===== src/rtl/mem_port_arbiter_if.sv =====
// Bus bundle between the CPU port, the DMA/loader port, the arbiter and the memory macro.
// slave: the arbiter's view. master: the view of the requesters and the memory macro.
interface mem_port_arbiter_if #(
  parameter int AW = 32,
  parameter int DW = 32
);
  logic          cpu_req;
  logic          cpu_we;
  logic [AW-1:0] cpu_addr;
  logic [DW-1:0] cpu_wdata;
  logic [DW-1:0] cpu_rdata;
  logic          cpu_ack;
  logic          cpu_stall;

  logic          dma_req;
  logic          dma_we;
  logic [AW-1:0] dma_addr;
  logic [DW-1:0] dma_wdata;
  logic [DW-1:0] dma_rdata;
  logic          dma_ack;

  logic          mem_en;
  logic          mem_we;
  logic [AW-1:0] mem_addr;
  logic [DW-1:0] mem_wdata;
  logic [DW-1:0] mem_rdata;

  logic          busy;

  modport slave (
    input  cpu_req, cpu_we, cpu_addr, cpu_wdata,
    output cpu_rdata, cpu_ack, cpu_stall,
    input  dma_req, dma_we, dma_addr, dma_wdata,
    output dma_rdata, dma_ack,
    output mem_en, mem_we, mem_addr, mem_wdata,
    input  mem_rdata,
    output busy
  );

  modport master (
    output cpu_req, cpu_we, cpu_addr, cpu_wdata,
    input  cpu_rdata, cpu_ack, cpu_stall,
    output dma_req, dma_we, dma_addr, dma_wdata,
    input  dma_rdata, dma_ack,
    input  mem_en, mem_we, mem_addr, mem_wdata,
    output mem_rdata,
    input  busy
  );
endinterface


===== src/rtl/mem_port_arbiter.sv =====
// mem_port_arbiter: shares the unified instruction/data memory between the CPU
// and a DMA/loader port. One access at a time: IDLE -> ACCESS (MEM_LAT cycles of
// mem_en) -> RESP (one-cycle ack) -> IDLE.
// Build option ARB_RR_EN: round-robin on simultaneous requests; when undefined,
// the CPU has fixed priority.
//
// state  | meaning
// IDLE   | waiting; requests sampled at the clock edge
// ACCESS | mem_en high, latched request driven to memory, counting down
// RESP   | one-cycle ack to the granted port
module mem_port_arbiter #(
  parameter int AW      = 32,
  parameter int DW      = 32,
  parameter int MEM_LAT = 2
) (
  input  logic              clk,
  input  logic              rst,
  mem_port_arbiter_if.slave bus_io
);

  typedef enum logic [1:0] {
    S_IDLE   = 2'd0,
    S_ACCESS = 2'd1,
    S_RESP   = 2'd2
  } state_e;

  localparam int CW = $clog2(MEM_LAT + 1);
  localparam logic [CW-1:0] CNT_LOAD = CW'(MEM_LAT - 1);

  state_e        state_q, state_d;
  logic [CW-1:0] cnt_q, cnt_d;
  logic          gnt_q, gnt_d;      // 1 = DMA owns the current access
  logic          we_q, we_d;
  logic [AW-1:0] addr_q, addr_d;
  logic [DW-1:0] wdata_q, wdata_d;
  logic [DW-1:0] cpu_rdata_q, cpu_rdata_d;
  logic [DW-1:0] dma_rdata_q, dma_rdata_d;

  logic any_req;
  logic win_dma;

  assign any_req = bus_io.cpu_req | bus_io.dma_req;

`ifdef ARB_RR_EN
  logic last_gnt_q, last_gnt_d;

  assign win_dma = bus_io.dma_req & (~bus_io.cpu_req | ~last_gnt_q);

  // Remember who won the last arbitration so a tie goes to the other port.
  always_comb begin
    last_gnt_d = last_gnt_q;
    if (state_q == S_IDLE && any_req) begin
      last_gnt_d = win_dma;
    end
  end

  // last_grant register; starts at DMA so the first tie goes to the CPU.
  always_ff @(posedge clk or negedge rst) begin
    if (!rst) begin
      last_gnt_q <= 1'b1;
    end else begin
      last_gnt_q <= last_gnt_d;
    end
  end
`else
  assign win_dma = ~bus_io.cpu_req;
`endif

  // Next-state logic: arbitration, request latching, countdown and read capture.
  always_comb begin
    state_d     = state_q;
    cnt_d       = cnt_q;
    gnt_d       = gnt_q;
    we_d        = we_q;
    addr_d      = addr_q;
    wdata_d     = wdata_q;
    cpu_rdata_d = cpu_rdata_q;
    dma_rdata_d = dma_rdata_q;
    case (state_q)
      S_IDLE: begin
        if (any_req) begin
          state_d = S_ACCESS;
          gnt_d   = win_dma;
          we_d    = win_dma ? bus_io.dma_we    : bus_io.cpu_we;
          addr_d  = win_dma ? bus_io.dma_addr  : bus_io.cpu_addr;
          wdata_d = win_dma ? bus_io.dma_wdata : bus_io.cpu_wdata;
          cnt_d   = CNT_LOAD;
        end
      end
      S_ACCESS: begin
        if (cnt_q != '0) begin
          cnt_d = cnt_q - CW'(1);
        end else begin
          state_d = S_RESP;
          if (!we_q) begin
            if (gnt_q) dma_rdata_d = bus_io.mem_rdata;
            else       cpu_rdata_d = bus_io.mem_rdata;
          end
        end
      end
      S_RESP: begin
        state_d = S_IDLE;
      end
      default: begin
        state_d = S_IDLE;
      end
    endcase
  end

  // State and datapath registers; reset abandons any access in flight.
  always_ff @(posedge clk or negedge rst) begin
    if (!rst) begin
      state_q     <= S_IDLE;
      cnt_q       <= '0;
      gnt_q       <= 1'b0;
      we_q        <= 1'b0;
      addr_q      <= '0;
      wdata_q     <= '0;
      cpu_rdata_q <= '0;
      dma_rdata_q <= '0;
    end else begin
      state_q     <= state_d;
      cnt_q       <= cnt_d;
      gnt_q       <= gnt_d;
      we_q        <= we_d;
      addr_q      <= addr_d;
      wdata_q     <= wdata_d;
      cpu_rdata_q <= cpu_rdata_d;
      dma_rdata_q <= dma_rdata_d;
    end
  end

  assign bus_io.mem_en    = (state_q == S_ACCESS);
  assign bus_io.mem_we    = (state_q == S_ACCESS) & we_q;
  assign bus_io.mem_addr  = addr_q;
  assign bus_io.mem_wdata = wdata_q;
  assign bus_io.busy      = (state_q == S_ACCESS) | (state_q == S_RESP);

  assign bus_io.cpu_ack   = (state_q == S_RESP) & ~gnt_q;
  assign bus_io.dma_ack   = (state_q == S_RESP) &  gnt_q;
  assign bus_io.cpu_stall = bus_io.cpu_req & ~bus_io.cpu_ack;

  assign bus_io.cpu_rdata = cpu_rdata_q;
  assign bus_io.dma_rdata = dma_rdata_q;

endmodule


===== src/flat_wrapper.sv =====
// flat-port wrapper written by rule: the top's interface ports become plain ports
module mem_port_arbiter_flat 
#(
  parameter int AW      = 32,
  parameter int DW      = 32,
  parameter int MEM_LAT = 2
)
  (clk, rst, bus_io_cpu_req, bus_io_cpu_we, bus_io_cpu_addr, bus_io_cpu_wdata, bus_io_cpu_rdata, bus_io_cpu_ack, bus_io_cpu_stall, bus_io_dma_req, bus_io_dma_we, bus_io_dma_addr, bus_io_dma_wdata, bus_io_dma_rdata, bus_io_dma_ack, bus_io_mem_en, bus_io_mem_we, bus_io_mem_addr, bus_io_mem_wdata, bus_io_mem_rdata, bus_io_busy);
  mem_port_arbiter_if #(.AW(AW), .DW(DW)) bus_io_i ();
  input  logic clk;
  input  logic rst;
  input wire logic [$bits(bus_io_i.cpu_req)-1:0] bus_io_cpu_req;
  input wire logic [$bits(bus_io_i.cpu_we)-1:0] bus_io_cpu_we;
  input wire logic [$bits(bus_io_i.cpu_addr)-1:0] bus_io_cpu_addr;
  input wire logic [$bits(bus_io_i.cpu_wdata)-1:0] bus_io_cpu_wdata;
  output wire logic [$bits(bus_io_i.cpu_rdata)-1:0] bus_io_cpu_rdata;
  output wire logic [$bits(bus_io_i.cpu_ack)-1:0] bus_io_cpu_ack;
  output wire logic [$bits(bus_io_i.cpu_stall)-1:0] bus_io_cpu_stall;
  input wire logic [$bits(bus_io_i.dma_req)-1:0] bus_io_dma_req;
  input wire logic [$bits(bus_io_i.dma_we)-1:0] bus_io_dma_we;
  input wire logic [$bits(bus_io_i.dma_addr)-1:0] bus_io_dma_addr;
  input wire logic [$bits(bus_io_i.dma_wdata)-1:0] bus_io_dma_wdata;
  output wire logic [$bits(bus_io_i.dma_rdata)-1:0] bus_io_dma_rdata;
  output wire logic [$bits(bus_io_i.dma_ack)-1:0] bus_io_dma_ack;
  output wire logic [$bits(bus_io_i.mem_en)-1:0] bus_io_mem_en;
  output wire logic [$bits(bus_io_i.mem_we)-1:0] bus_io_mem_we;
  output wire logic [$bits(bus_io_i.mem_addr)-1:0] bus_io_mem_addr;
  output wire logic [$bits(bus_io_i.mem_wdata)-1:0] bus_io_mem_wdata;
  input wire logic [$bits(bus_io_i.mem_rdata)-1:0] bus_io_mem_rdata;
  output wire logic [$bits(bus_io_i.busy)-1:0] bus_io_busy;
  assign bus_io_i.cpu_req = bus_io_cpu_req;
  assign bus_io_i.cpu_we = bus_io_cpu_we;
  assign bus_io_i.cpu_addr = bus_io_cpu_addr;
  assign bus_io_i.cpu_wdata = bus_io_cpu_wdata;
  assign bus_io_cpu_rdata = bus_io_i.cpu_rdata;
  assign bus_io_cpu_ack = bus_io_i.cpu_ack;
  assign bus_io_cpu_stall = bus_io_i.cpu_stall;
  assign bus_io_i.dma_req = bus_io_dma_req;
  assign bus_io_i.dma_we = bus_io_dma_we;
  assign bus_io_i.dma_addr = bus_io_dma_addr;
  assign bus_io_i.dma_wdata = bus_io_dma_wdata;
  assign bus_io_dma_rdata = bus_io_i.dma_rdata;
  assign bus_io_dma_ack = bus_io_i.dma_ack;
  assign bus_io_mem_en = bus_io_i.mem_en;
  assign bus_io_mem_we = bus_io_i.mem_we;
  assign bus_io_mem_addr = bus_io_i.mem_addr;
  assign bus_io_mem_wdata = bus_io_i.mem_wdata;
  assign bus_io_i.mem_rdata = bus_io_mem_rdata;
  assign bus_io_busy = bus_io_i.busy;
  mem_port_arbiter #(.AW(AW), .DW(DW), .MEM_LAT(MEM_LAT)) u_core (.clk(clk), .rst(rst), .bus_io(bus_io_i));
endmodule

===== config.mk =====
export PLATFORM = sky130hd
export DESIGN_NAME = mem_port_arbiter_flat
export DESIGN_NICKNAME = d
export VERILOG_FILES = /design/src/rtl/mem_port_arbiter_if.sv /design/src/rtl/mem_port_arbiter.sv /design/src/flat_wrapper.sv
export SDC_FILE = /design/constraint.sdc
export NUM_CORES = 1
export LEC_CHECK = 0
export CORE_AREA = 2 2 123 125
export DETAILED_ROUTE_END_ITERATION = 10
export DIE_AREA = 0 0 125 127
export PLACE_DENSITY_LB_ADDON = 0.2
export SLEW_MARGIN = 5
export SYNTH_ARGS = -nofsm -noshare
export SYNTH_HDL_FRONTEND = slang
export SYNTH_SLANG_ARGS = --single-unit

===== constraint.sdc =====
create_clock -name clk -period 2.2 [get_ports clk]
set_input_delay 0.33 -clock clk [delete_from_list [all_inputs] [get_ports clk]]
set_output_delay 0.33 -clock clk [all_outputs]
set_load 0.03 [all_outputs]

==> flow_summary_export.csv <==
group,metric,value,unit
status,outcome,"completed",
timing,min_period_over_period,95.1,%
timing,tns,0,ns
drt,vias,4516,
logic_synthesis,synth_seq_cells,134,
hold_path,hold_class,"input port to register",
finish,layout.cells.non_filler,949,
setup_path,crit_type,"register to output pin",
clock_network,root_buffer,"clkbuf_16",
place,port_buffers,299,
drt,drc_errors,0,
logic_synthesis,synth-xor-area-share,0,%
timing,finalHoldViolations,0,
pwr,power,14.4,mW
pwr,powerDensity,1520,nW/um^2
logic_synthesis,syn_inst,453,
global_routing,top_usage_layer,"met2",
logic_synthesis,synth_compound_area_share,6.38,%
global_routing,antenna_found_initial,1,
timing,period_needed,2.09,ns
clock_network,cts_tree,"built",
logic_synthesis,muxShareOfSynthArea,24.6,%
place,finalWeightedCongestion,0.774,
job,maxCapViolCount,0,
floorplanning,die_x,125,um
floorplanning,die_area,15900,um^2
finish,nets,923,
global_routing,grt_pass1_wl,24600,um
logic_synthesis,synth.distinct_cells,24,
timing,worst_slack,0.109,ns
logic_synthesis,seq_area_frac_synth,58.7,%
global_routing,met3_usage,7.75,%
drt,viasPerCell,4.76,
global_routing,grt_use_total,19.8,%
place,place_ws,0.198,ns
timing,fin_skew,0.00378,ns
logic_synthesis,yosys_warnings,0,
global_routing,grtUsageMet1,22.6,%
setup_path,required,1.87,ns
finish,drive_gt1_share,13.9,%
clock_network,clk_pin_slew,0.05,ns
pwr,p_leak,4.14,nW
global_routing,grtUsageMet2,34.2,%
clock_network,cts_sinks,134,
setup_path,cp_max_fo,4,
clock_network,htreeDepth,4,
floorplanning,initial_core_util,39.6,%
clock_network,cts_setup_buffers,0,
logic_synthesis,syn_avg_cell_area,12.6,um^2
logic_synthesis,synth_top_family_by_area,"multiplexers",
floorplanning,rows,44,
drt,ant_nets,0,
finish,area_growth,66.2,%
timing,slew_headroom,60.2,%
clock_network,clock_latency,0.41,ns
clock_network,clockBufferDepth,2,
timing,rsz0062_at_grt,"no",
place,place_inst,915,
timing,tightestPinTransition,0.596,ns
logic_synthesis,synth-simple-area-share,5.85,%
pwr,peakVddDrop,0.000690,V
timing,setup_viol,0,
drt,wl,15400,um
clock_network,numCtsBuffers,17,
finish,final_util,65.8,%
setup_path,worstPathArrival,1.76,ns
drt,routedWlPerCell,16.3,um
setup_path,end_kind,"output pin",
place,dp_hpwl,11900,um
timing,slew_violations,0,
global_routing,grt_pass1_vias,4790,
floorplanning,core_area,14400,um^2
logic_synthesis,synth_fa_ha_area_share,1.32,%
floorplanning,die_y,127,um
global_routing,overflow,0,
floorplanning,io_pins,300,
drt,dr.pass1.iters,4,
logic_synthesis,syn_nets,625,
drt,drtIter0Drc,149,
global_routing,grt_max_degree,76,
logic_synthesis,syn-cell-area,5710,um^2
timing,timing.fmax,478,MHz
setup_path,critPathLaunchType,"register",
## worst max-delay path, stage by stage (launching register included)
cell	delay, ns
dfrtp_1	0.42
inv_1	0.12
ha_1	0.16
nor2b_1	0.23
clkdlybuf4s15_1	0.42
## timing repair
action	CTS	global route
gates cloned	0	0
hold buffers	1	0
resized for setup	5	2
setup endpoints to repair	5	2
endpoints found under the hold margin	61	0
## path summary, 6_finish.rpt
path / start / end / slack [ns] / depth (start not counted)
worst max register to register: u_core.state_q[0] / u_core.cnt_q[0] / 0.35 / 5
min in group asynchronous: rst / u_core.bus_io.cpu_rdata[7] / 0.47 / 2
worst min register to register: u_core.bus_io.mem_addr[5] / u_core.bus_io.mem_addr[5] / 0.48 / 2
worst min-delay path: bus_io_cpu_req / u_core.gnt_q / 0.35 / 2
worst max-delay path: u_core.state_q[0] / bus_io_cpu_ack / 0.11 / 4
max in group asynchronous: rst / u_core.bus_io.cpu_rdata[3] / 1.08 / 3
## sequential cells by signal, indices dropped and copies added, names as in the netlist
register,flops
u_core.bus_io.mem_wdata,32
u_core.bus_io.mem_addr,32
u_core.bus_io.cpu_rdata,32
u_core.we_q,1
u_core.gnt_q,1
u_core.bus_io.dma_rdata,32
u_core.state_q,2
u_core.cnt_q,2
## cell type report
class / count / area (um^2)
Timing Repair Buffer: 307 / 3140
Inverter: 5 / 18.8
Clock inverter: 10 / 105
Antenna cell: 1 / 2.50
Tap cell: 184 / 230
Fill cell: 1145 / 4940
Multi-Input combinational cell: 286 / 2180
Sequential cell: 134 / 3350
Clock buffer: 22 / 454
## synthesized netlist by cell type
master    instances  area share, %
a211oi_1          1           0.13
mux2i_1          66             12
clkbuf_2          1          0.088
nor2b_1           2           0.22
buf_4             5           0.66
mux2_2           64             13
nor3_4            1           0.29
buf_6             2           0.39
o21ai_0          67            5.9
o21ai_2           1           0.15
inv_1             5           0.33
nor3b_2           1           0.22
o21a_1            1           0.13
clkbuf_1          5           0.33
nor2_1            1          0.066
a21oi_1           1          0.088
ha_1              6            1.3
nand4b_2          1           0.26
buf_2            15            1.3
dfrtp_1         134             59
nand2b_1          1           0.11
and2_1            2           0.22
nand2_1          68            4.5
mux2_1            2           0.39
## power by group
group | internal (mW) | switching [mW] | leakage, nW | total (mW)
clock | 1.68 | 1.00 | 0.273 | 2.69
combinational | 3.23 | 4.12 | 2.25 | 7.35
sequential | 3.69 | 0.654 | 1.62 | 4.35
## kinds of logic after synthesis
logic type               Yosys count
flip-flops                       134
multiplexers                     132
AND/OR/NAND/NOR                   77
AO/OA/AOI/OAI                     71
buffers and inverters             33
adder cells (fa/ha/maj)            6
## through the flow
stage / instance area (um^2) / hold slack (ns)
final: 9480 / 0.350
after CTS: 9480 / 0.332
after floorplan: 5710 / 0.0344
after detailed placement: 8920 / 0.366
after global placement: 8920 / 0.355
after global routing: 9480 / 0.382
## cell usage in the layout (no fill, tap or decap), drive strengths merged, types with 3 or more instances in the layout
master,count
clkdlybuf4s50,291
clkbuf,22
o21ai,68
ha,6
mux2,66
nand2,68
buf,10
inv,5
dlygate4sd2,3
clkinv,6
dfrtp,134
mux2i,66
## per-layer routing
| metal | vias to the layer above | share of wire [%] |
|---|---|---|
| met2 | 194 | 51 |
| met5 | - | 0 |
| li1 | 2168 | - |
| met3 | 25 | 8.7 |
| met4 | 0 | 1.8 |
| met1 | 2129 | 39 |
Note: power is estimated with default switching activity, not from simulation.
